`src/rtl/vga_640x480_sync.sv`:
```
// -----------------------------------------------------------------------------
// vga_640x480_sync
//
// Timing generator for a 640x480 @ 60 Hz VGA output. The board clock is
// divided by DIV into a one-cycle pixel enable. That enable advances a
// horizontal pixel counter and a vertical line counter. Sync, blanking and
// the line/frame markers are decoded combinationally from the registered
// counters, so they always agree with the hc/vc presented in the same cycle.
//
// Parameters
//   DIV      board clocks per pixel (must be >= 2)
//   HPIXELS  pixel clocks per line          VLINES  lines per frame
//   HSP      hsync pulse width (pixels)     VSP     vsync pulse width (lines)
//   HBP      first visible hc               HFP     first hidden hc after active
//   VBP      first visible vc               VFP     first hidden vc after active
//
// Ports
//   clk          in   board clock, the only clock
//   clr          in   synchronous active-high reset
//   pix_en       out  one-clk pulse every DIV clocks; qualifies counter steps
//   hc           out  horizontal count, 0..HPIXELS-1
//   vc           out  vertical count, 0..VLINES-1
//   hsync        out  active-low horizontal sync
//   vsync        out  active-low vertical sync
//   vidon        out  high inside the visible region
//   line_end     out  pix_en & (hc == HPIXELS-1)
//   frame_start  out  pix_en & (hc == 0) & (vc == 0)
// -----------------------------------------------------------------------------
module vga_640x480_sync #(
  parameter int DIV     = 4,
  parameter int HPIXELS = 800,
  parameter int VLINES  = 521,
  parameter int HSP     = 96,
  parameter int VSP     = 2,
  parameter int HBP     = 144,
  parameter int HFP     = 784,
  parameter int VBP     = 31,
  parameter int VFP     = 511
) (
  input  logic       clk,
  input  logic       clr,
  output logic       pix_en,
  output logic [9:0] hc,
  output logic [9:0] vc,
  output logic       hsync,
  output logic       vsync,
  output logic       vidon,
  output logic       line_end,
  output logic       frame_start
);

  // Divider width: DIV=2 still needs one bit.
  localparam int DW = (DIV > 2) ? $clog2(DIV) : 1;

  localparam logic [DW-1:0] DIV_LAST = DW'(DIV - 1);
  localparam logic [DW-1:0] DIV_PRE  = DW'(DIV - 2);
  localparam logic [DW-1:0] DIV_ONE  = DW'(1);

  localparam logic [9:0] H_LAST = 10'(HPIXELS - 1);
  localparam logic [9:0] V_LAST = 10'(VLINES - 1);
  localparam logic [9:0] HSP_C  = 10'(HSP);
  localparam logic [9:0] VSP_C  = 10'(VSP);
  localparam logic [9:0] HBP_C  = 10'(HBP);
  localparam logic [9:0] HFP_C  = 10'(HFP);
  localparam logic [9:0] VBP_C  = 10'(VBP);
  localparam logic [9:0] VFP_C  = 10'(VFP);

  logic [DW-1:0] div_cnt_q, div_cnt_d;
  logic          pix_en_q,  pix_en_d;
  logic [9:0]    hc_q,      hc_d;
  logic [9:0]    vc_q,      vc_d;

  // Next-state logic. pix_en is registered from div_cnt == DIV-2 so that it
  // is high exactly while div_cnt == DIV-1, without a compare on the output.
  always_comb begin
    div_cnt_d = (div_cnt_q == DIV_LAST) ? '0 : div_cnt_q + DIV_ONE;
    pix_en_d  = (div_cnt_q == DIV_PRE);
    hc_d      = hc_q;
    vc_d      = vc_q;
    if (pix_en_q) begin
      if (hc_q == H_LAST) begin
        hc_d = '0;
        // The line counter only moves on the edge where hc wraps.
        vc_d = (vc_q == V_LAST) ? '0 : vc_q + 10'd1;
      end else begin
        hc_d = hc_q + 10'd1;
      end
    end
  end

  always_ff @(posedge clk) begin
    if (clr) begin
      div_cnt_q <= '0;
      pix_en_q  <= 1'b0;
      hc_q      <= '0;
      vc_q      <= '0;
    end else begin
      div_cnt_q <= div_cnt_d;
      pix_en_q  <= pix_en_d;
      hc_q      <= hc_d;
      vc_q      <= vc_d;
    end
  end

  // Decode straight from the registered counters: zero extra latency, so the
  // renderer sees sync/blanking consistent with the coordinates it receives.
  assign pix_en      = pix_en_q;
  assign hc          = hc_q;
  assign vc          = vc_q;
  assign hsync       = (hc_q >= HSP_C);
  assign vsync       = (vc_q >= VSP_C);
  assign vidon       = (hc_q >= HBP_C) && (hc_q < HFP_C) &&
                       (vc_q >= VBP_C) && (vc_q < VFP_C);
  assign line_end    = pix_en_q && (hc_q == H_LAST);
  assign frame_start = pix_en_q && (hc_q == 10'd0) && (vc_q == 10'd0);

endmodule

```
`config.mk`:
```
export PLATFORM = sky130hd
export DESIGN_NAME = vga_640x480_sync
export DESIGN_NICKNAME = d
export VERILOG_FILES = /design/src/rtl/vga_640x480_sync.sv
export SDC_FILE = /design/constraint.sdc
export NUM_CORES = 1
export LEC_CHECK = 0
export CAP_MARGIN = 20
export CORE_MARGIN = 2
export CORE_UTILIZATION = 52
export CTS_CLUSTER_SIZE = 20
export DETAILED_ROUTE_END_ITERATION = 6
export MAX_ROUTING_LAYER = met4
export PLACE_DENSITY = 0.83
export REMOVE_ABC_BUFFERS = 1
export SETUP_SLACK_MARGIN = 0.15
export SYNTH_ARGS = -nofsm -noshare
export SYNTH_HDL_FRONTEND = slang
export SYNTH_SLANG_ARGS = --single-unit
export TNS_END_PERCENT = 100
```
`constraint.sdc`:
```
create_clock -name clk -period 3.84 [get_ports clk]
set_input_delay 0.768 -clock clk [delete_from_list [all_inputs] [get_ports clk]]
set_output_delay 0.768 -clock clk [all_outputs]
set_load 0.01 [all_outputs]
```
==> flow_metrics.env, run 1 <==
export IMPL_clockPowerShare_pct=28.7
export IMPL_critPathKind="reg -> out"
export IMPL_drive_gt1_share_pct=4.71
export IMPL_p_sw_share_pct=22.0
export IMPL_maxSlewHeadroom_pct=59.0
export IMPL_htreeDepth=1
export IMPL_ys_flop_type="dfxtp_1"
export IMPL_core_area_um2=2210
export IMPL_via_count=1145
export IMPL_portBuffers=27
export IMPL_die_area_um2=2730
export IMPL_seq_area_um2=460
export IMPL_placementRows=17
export IMPL_switchingPower_w=0.0000832
export IMPL_antenna_found_initial=0
export IMPL_synth_top_area_share_pct=38.1
export IMPL_ir_worst_vdd_mv=0.269
export IMPL_min_from="div_cnt_q[0]"
export IMPL_antenna_left=0
export IMPL_drtIter0Drc=23
export IMPL_finalCriticalPeriod_ns=3.38
export IMPL_crit_arrival_ns=2.61
export IMPL_comb_power_share_pct=5.6
export IMPL_final_cell_area_um2=1510
export IMPL_powerDensity_nw_per_um2=250
export IMPL_leakagePower_nw=0.512
export IMPL_ys_ff_latch=23
export IMPL_synth_commonest_cells="23 x dfxtp_1, 12 x a21oi_1, 12 x nor3_1"
export IMPL_p_int_w=0.000294
export IMPL_ys_warn_count=0
export IMPL_synth_avg_cell_area_um2=8.23
export IMPL_initial_core_util_pct=54.7
export IMPL_cp_end_kind="output port"
export IMPL_grt_setup_unrepaired="false"
export IMPL_worstReg2RegStart="hc[0]"
export IMPL_finalHoldViolations=0
export IMPL_crit_start="hc[0]"
export IMPL_setup_viol=0
export IMPL_viasPerCell=5.78
export IMPL_netlist_instances=147
export IMPL_route_detailed_drc=0
export IMPL_cts_sinks=23
export IMPL_path_clk_slew_ns=0.12
export IMPL_grt_use_total_pct=23.6
export IMPL_cp_required_ns=3.07
export IMPL_ys_seq_area_share_pct=38.1
export IMPL_critical_path_cell_chain="ha_1, nand2_1, or4_4, inv_2, clkdlybuf4s50_1"
export IMPL_routed_wl_um=2750
export IMPL_syn_area_um2=1210
export IMPL_synth_most_common_cell="dfxtp_1"
export IMPL_cp_max_fo=17
export IMPL_critPathLaunchType="flip-flop"
export IMPL_status="finished clean"
export IMPL_maxCapViolations=0
export IMPL_final_util_pct=68.2
export IMPL_dp_hpwl_um=2010
export IMPL_total_power_w=0.000377
export IMPL_fmax_ghz=0.296
export IMPL_clock_root_buffer="clkbuf_4"
export IMPL_crit_buf_inv=2
export IMPL_cts_setup_buffers=0
export IMPL_crit_path_max_incr_delay_ns=0.68
export IMPL_place_area_um2=1480
export IMPL_synth_edff_count=0
export IMPL_synth_area_top_cells="dfxtp_1 38%, ha_1 7.2%, a21oi_1 5.0%"
export IMPL_io_pins=28
export IMPL_area_delta_synth_final_pct=24.6
export IMPL_die_w_um=52.2
export IMPL_grt_max_degree=19
export IMPL_final_fill_count=186
export IMPL_cts_buffers_inserted=3
export IMPL_yosys_cell_types_count=32
export IMPL_slew_violations=0
export IMPL_overflow=0
export IMPL_hp_class="reg -> reg"
export IMPL_tritoncts="done"
export IMPL_finalClockSkew_ns=0.000869
export IMPL_grt_pass1_vias=1074
export IMPL_routabilityCongestion=0.894
export IMPL_worst_pin_slew_ns=0.613
export IMPL_grt_pass1_wl_um=4630
export IMPL_async_reset_ff_share_pct=0
export IMPL_yosysTopAreaCell="dfxtp_1"
export IMPL_final_nets=180
export IMPL_detail_route_wl_per_cell_um=13.9
export IMPL_ctsLongestPathBuffers=2
export IMPL_setup_tns_final_ns=0
export IMPL_fin_crit_sh_pct=88.1
export IMPL_p_seq_share_pct=65.8
export IMPL_insertion_delay_ns=0.30
export IMPL_diodes=0
export IMPL_crit_family="buffers and inverters"
export IMPL_dr_pass1_iters=4
export IMPL_die_h_um=52.2
export IMPL_cp_slowest_cell="or4_4"
export IMPL_multiInputGateArea_um2=682
[registers in the layout, summed over array words and instances (netlist names)]
| signal | cells |
|---|---|
| hc | 10 |
| div_cnt_q | 2 |
| pix_en | 1 |
| vc | 10 |
[power by group through the flow]
stage                     clock network (W)  registers (W)   logic (W)
after floorplan                           0       0.000253  0.00000967
after global placement                    0       0.000253   0.0000202
after detailed placement                  0       0.000253   0.0000211
after CTS                          0.000113       0.000248   0.0000215
after global routing               0.000128       0.000249   0.0000236
final                              0.000108       0.000248   0.0000210
[per-stage QoR]
stage | hold WS, ns | setup slack [ns] | std cells
6_report | 0.460 | 0.458 | 198
4_1_cts | 0.465 | 0.267 | 198
3_3_place_gp | 0.438 | 0.744 | 194
5_1_grt | 0.491 | 0.351 | 198
3_5_place_dp | 0.449 | 0.643 | 194
2_1_floorplan | 0.425 | 1.37 | 139
[routing by layer]
| metal | routed length (um) | track usage (%) |
|---|---|---|
| met1 | 1200 | 28.0 |
| met2 | 1330 | 38.6 |
| met3 | 157 | 3.43 |
| met4 | 65 | 13.2 |
| met5 | 0 | - |
[area by class of cell]
class | count | area share (%)
multi-input combinational | 107 | 45.2
timing repair buffer | 27 | 17.9
sequential | 23 | 30.5
clock buffer | 4 | 1.74
tap | 28 | 2.32
inverter | 9 | 2.24
[cell families after synthesis]
group / after synthesis / share of synthesized area (%)
multiplexers: 1 / 0.827
AND/OR/NAND/NOR: 66 / 29.5
buffers and inverters: 17 / 5.89
adder cells (fa/ha/maj): 7 / 7.24
flip-flops: 23 / 38.1
XOR/XNOR: 9 / 6.52
AO/OA/AOI/OAI: 24 / 12.0
[worst paths after layout]
kind	slack, ns	cells after the start	to
setup / recovery	0.46	5	line_end
hold / removal	0.46	1	div_cnt_q[0]
setup reg to reg	1.55	6	vc[6]
hold reg to reg	0.46	1	div_cnt_q[0]
[placed cells by master, fill, tap and decap left out, types with 4 or more instances in the layout]
cell	netlist	layout
clkdlybuf4s50_1	0	27
inv_1	8	8
nor4_1	4	4
nand4_1	6	6
a21oi_1	12	12
nand3_1	9	9
nor3_1	12	12
dfxtp_1	23	23
nand2_1	5	5
o21ai_0	7	7
nor2_1	11	11
xnor2_1	6	6
or3_1	9	9
ha_1	7	7
[worst reg2reg max path, cell delays in order (launching register included)]
cell	delay, ns
dfxtp_1	0.47
ha_1	0.22
nand2_1	0.12
or4_4	0.68
inv_2	0.24
a21oi_1	0.12
a2111oi_2	0.35
[repair_timing]
action                                  in CTS  in global routing
endpoints found under the setup margin       0                  1
hold buffers                                 0                  0
gates resized for setup                      0                  1
(Power assumes the default switching activity.)
==> run 2, diff against run 1 <==
CORE_UTILIZATION = 49   (was 52)
PLACE_DENSITY = 0.78   (was 0.83)
RECOVER_POWER = 100   (was default)
clock period = 3.29 ns   (was 3.84 ns; I/O delays follow)
==> flow_metrics.env, run 2 (same netlist as run 1, synthesis figures left out) <==
export IMPL_final_util_pct=62.5
export IMPL_critPathLaunchType="flip-flop"
export IMPL_diodes=0
export IMPL_final_nets=181
export IMPL_placementRows=18
export IMPL_maxCapViolations=0
export IMPL_routabilityCongestion=0.855
export IMPL_comb_power_share_pct=5.2
export IMPL_grt_max_degree=19
export IMPL_grt_setup_unrepaired="false"
export IMPL_dp_hpwl_um=1900
export IMPL_fmax_ghz=0.327
export IMPL_via_count=1127
export IMPL_antenna_found_initial=0
export IMPL_detail_route_wl_per_cell_um=12.4
export IMPL_ir_worst_vdd_mv=0.242
export IMPL_viasPerCell=5.61
export IMPL_initial_core_util_pct=50.2
export IMPL_finalClockSkew_ns=0.00684
export IMPL_hp_class="reg -> reg"
export IMPL_leakagePower_nw=0.597
export IMPL_dr_pass1_iters=4
export IMPL_clockPowerShare_pct=28.9
export IMPL_grt_use_total_pct=20.0
export IMPL_critPathKind="reg -> out"
export IMPL_p_seq_share_pct=65.9
export IMPL_drive_gt1_share_pct=3.51
export IMPL_layout_common_cells="25 x dlygate4sd3_1, 23 x dfxtp_1, 12 x a21oi_1, 12 x nor3_1, 11 x nor2_1"
export IMPL_tritoncts="done"
export IMPL_routed_wl_um=2490
export IMPL_cp_required_ns=2.63
export IMPL_maxSlewHeadroom_pct=60.3
export IMPL_htreeDepth=1
export IMPL_portBuffers=27
export IMPL_clock_root_buffer="clkbuf_4"
export IMPL_drtIter0Drc=21
export IMPL_powerDensity_nw_per_um2=291
export IMPL_finalCriticalPeriod_ns=3.05
export IMPL_worst_pin_slew_ns=0.594
export IMPL_switchingPower_w=0.0000961
export IMPL_cp_end_kind="output port"
export IMPL_route_detailed_drc=0
export IMPL_cts_setup_buffers=0
export IMPL_antenna_left=0
export IMPL_setup_viol=0
export IMPL_cts_buffers_inserted=3
export IMPL_ctsLongestPathBuffers=2
export IMPL_cp_max_fo=13
export IMPL_p_int_w=0.000342
export IMPL_finalHoldViolations=0
export IMPL_die_w_um=53.7
export IMPL_p_sw_share_pct=21.9
export IMPL_grt_pass1_wl_um=4140
export IMPL_area_delta_synth_final_pct=24.5
export IMPL_status="finished clean"
export IMPL_postCtsHoldBufs=0
export IMPL_setup_tns_final_ns=0
export IMPL_io_pins=28
export IMPL_die_area_um2=2880
export IMPL_fin_crit_sh_pct=92.8
export IMPL_insertion_delay_ns=0.31
export IMPL_grt_pass1_vias=980
export IMPL_cts_sinks=23
export IMPL_crit_arrival_ns=2.40
export IMPL_slew_violations=0
export IMPL_overflow=0
export IMPL_core_area_um2=2410
export IMPL_path_clk_slew_ns=0.11
export IMPL_die_h_um=53.7
export IMPL_layout_commonest_cell="dlygate4sd3_1"
-- run 2: layout make-up --
type | instances | area (um2)
fillers | 216 | 903
multi-input cells | 107 | 672
flip-flops and latches | 23 | 460
clock buffers | 4 | 26.3
repair buffers | 28 | 274
well taps | 30 | 37.5
inverters | 9 | 36.3
-- run 2: critical path, stage by stage, from the launching register on --
cell and delay (ns):
dfxtp_1 0.44, ha_1 0.20, nand2_1 0.12, or4_1 0.62
inv_4 0.16, clkdlybuf4s50_1 0.55
-- run 2: what timing repair did --
action	CTS	global route
hold endpoints to repair	0	0
gates resized for setup	0	2
endpoints found under the setup margin	0	1
-- run 2: worst paths after layout --
path,to,start,slack (ns),depth (start not counted)
max,line_end,hc[0],0.24,5
min,div_cnt_q[0],div_cnt_q[0],0.47,1
max reg2reg,vc[4],hc[0],0.98,6
min reg2reg,div_cnt_q[0],div_cnt_q[0],0.47,1
-- run 2: power groups by stage --
stage                     registers, W  clock network, W   logic, W
final                         0.000289          0.000127  0.0000226
after global routing          0.000290          0.000143  0.0000270
after CTS                     0.000289          0.000131  0.0000241
after detailed placement      0.000295                 0  0.0000239
after global placement        0.000295                 0  0.0000234
after floorplan               0.000296                 0  0.0000113
-- run 2: layer usage --
metal	global-route usage [%]	wire (um)
met2	32.3	1200
met5	-	0
met3	3.61	99
met1	24.9	1150
met4	7.26	36
-- run 2: through the flow --
step           setup slack (ns)  instance area [um2]  hold WS, ns  cells  total power [W]
6_report                  0.236                 1510        0.468    201         0.000438
5_1_grt                   0.113                 1510        0.520    201         0.000460
4_1_cts                   0.196                 1510        0.470    201         0.000444
3_5_place_dp              0.554                 1490        0.451    197         0.000319
3_3_place_gp              0.594                 1490        0.437    197         0.000318
2_1_floorplan             0.933                 1170        0.425    139         0.000307
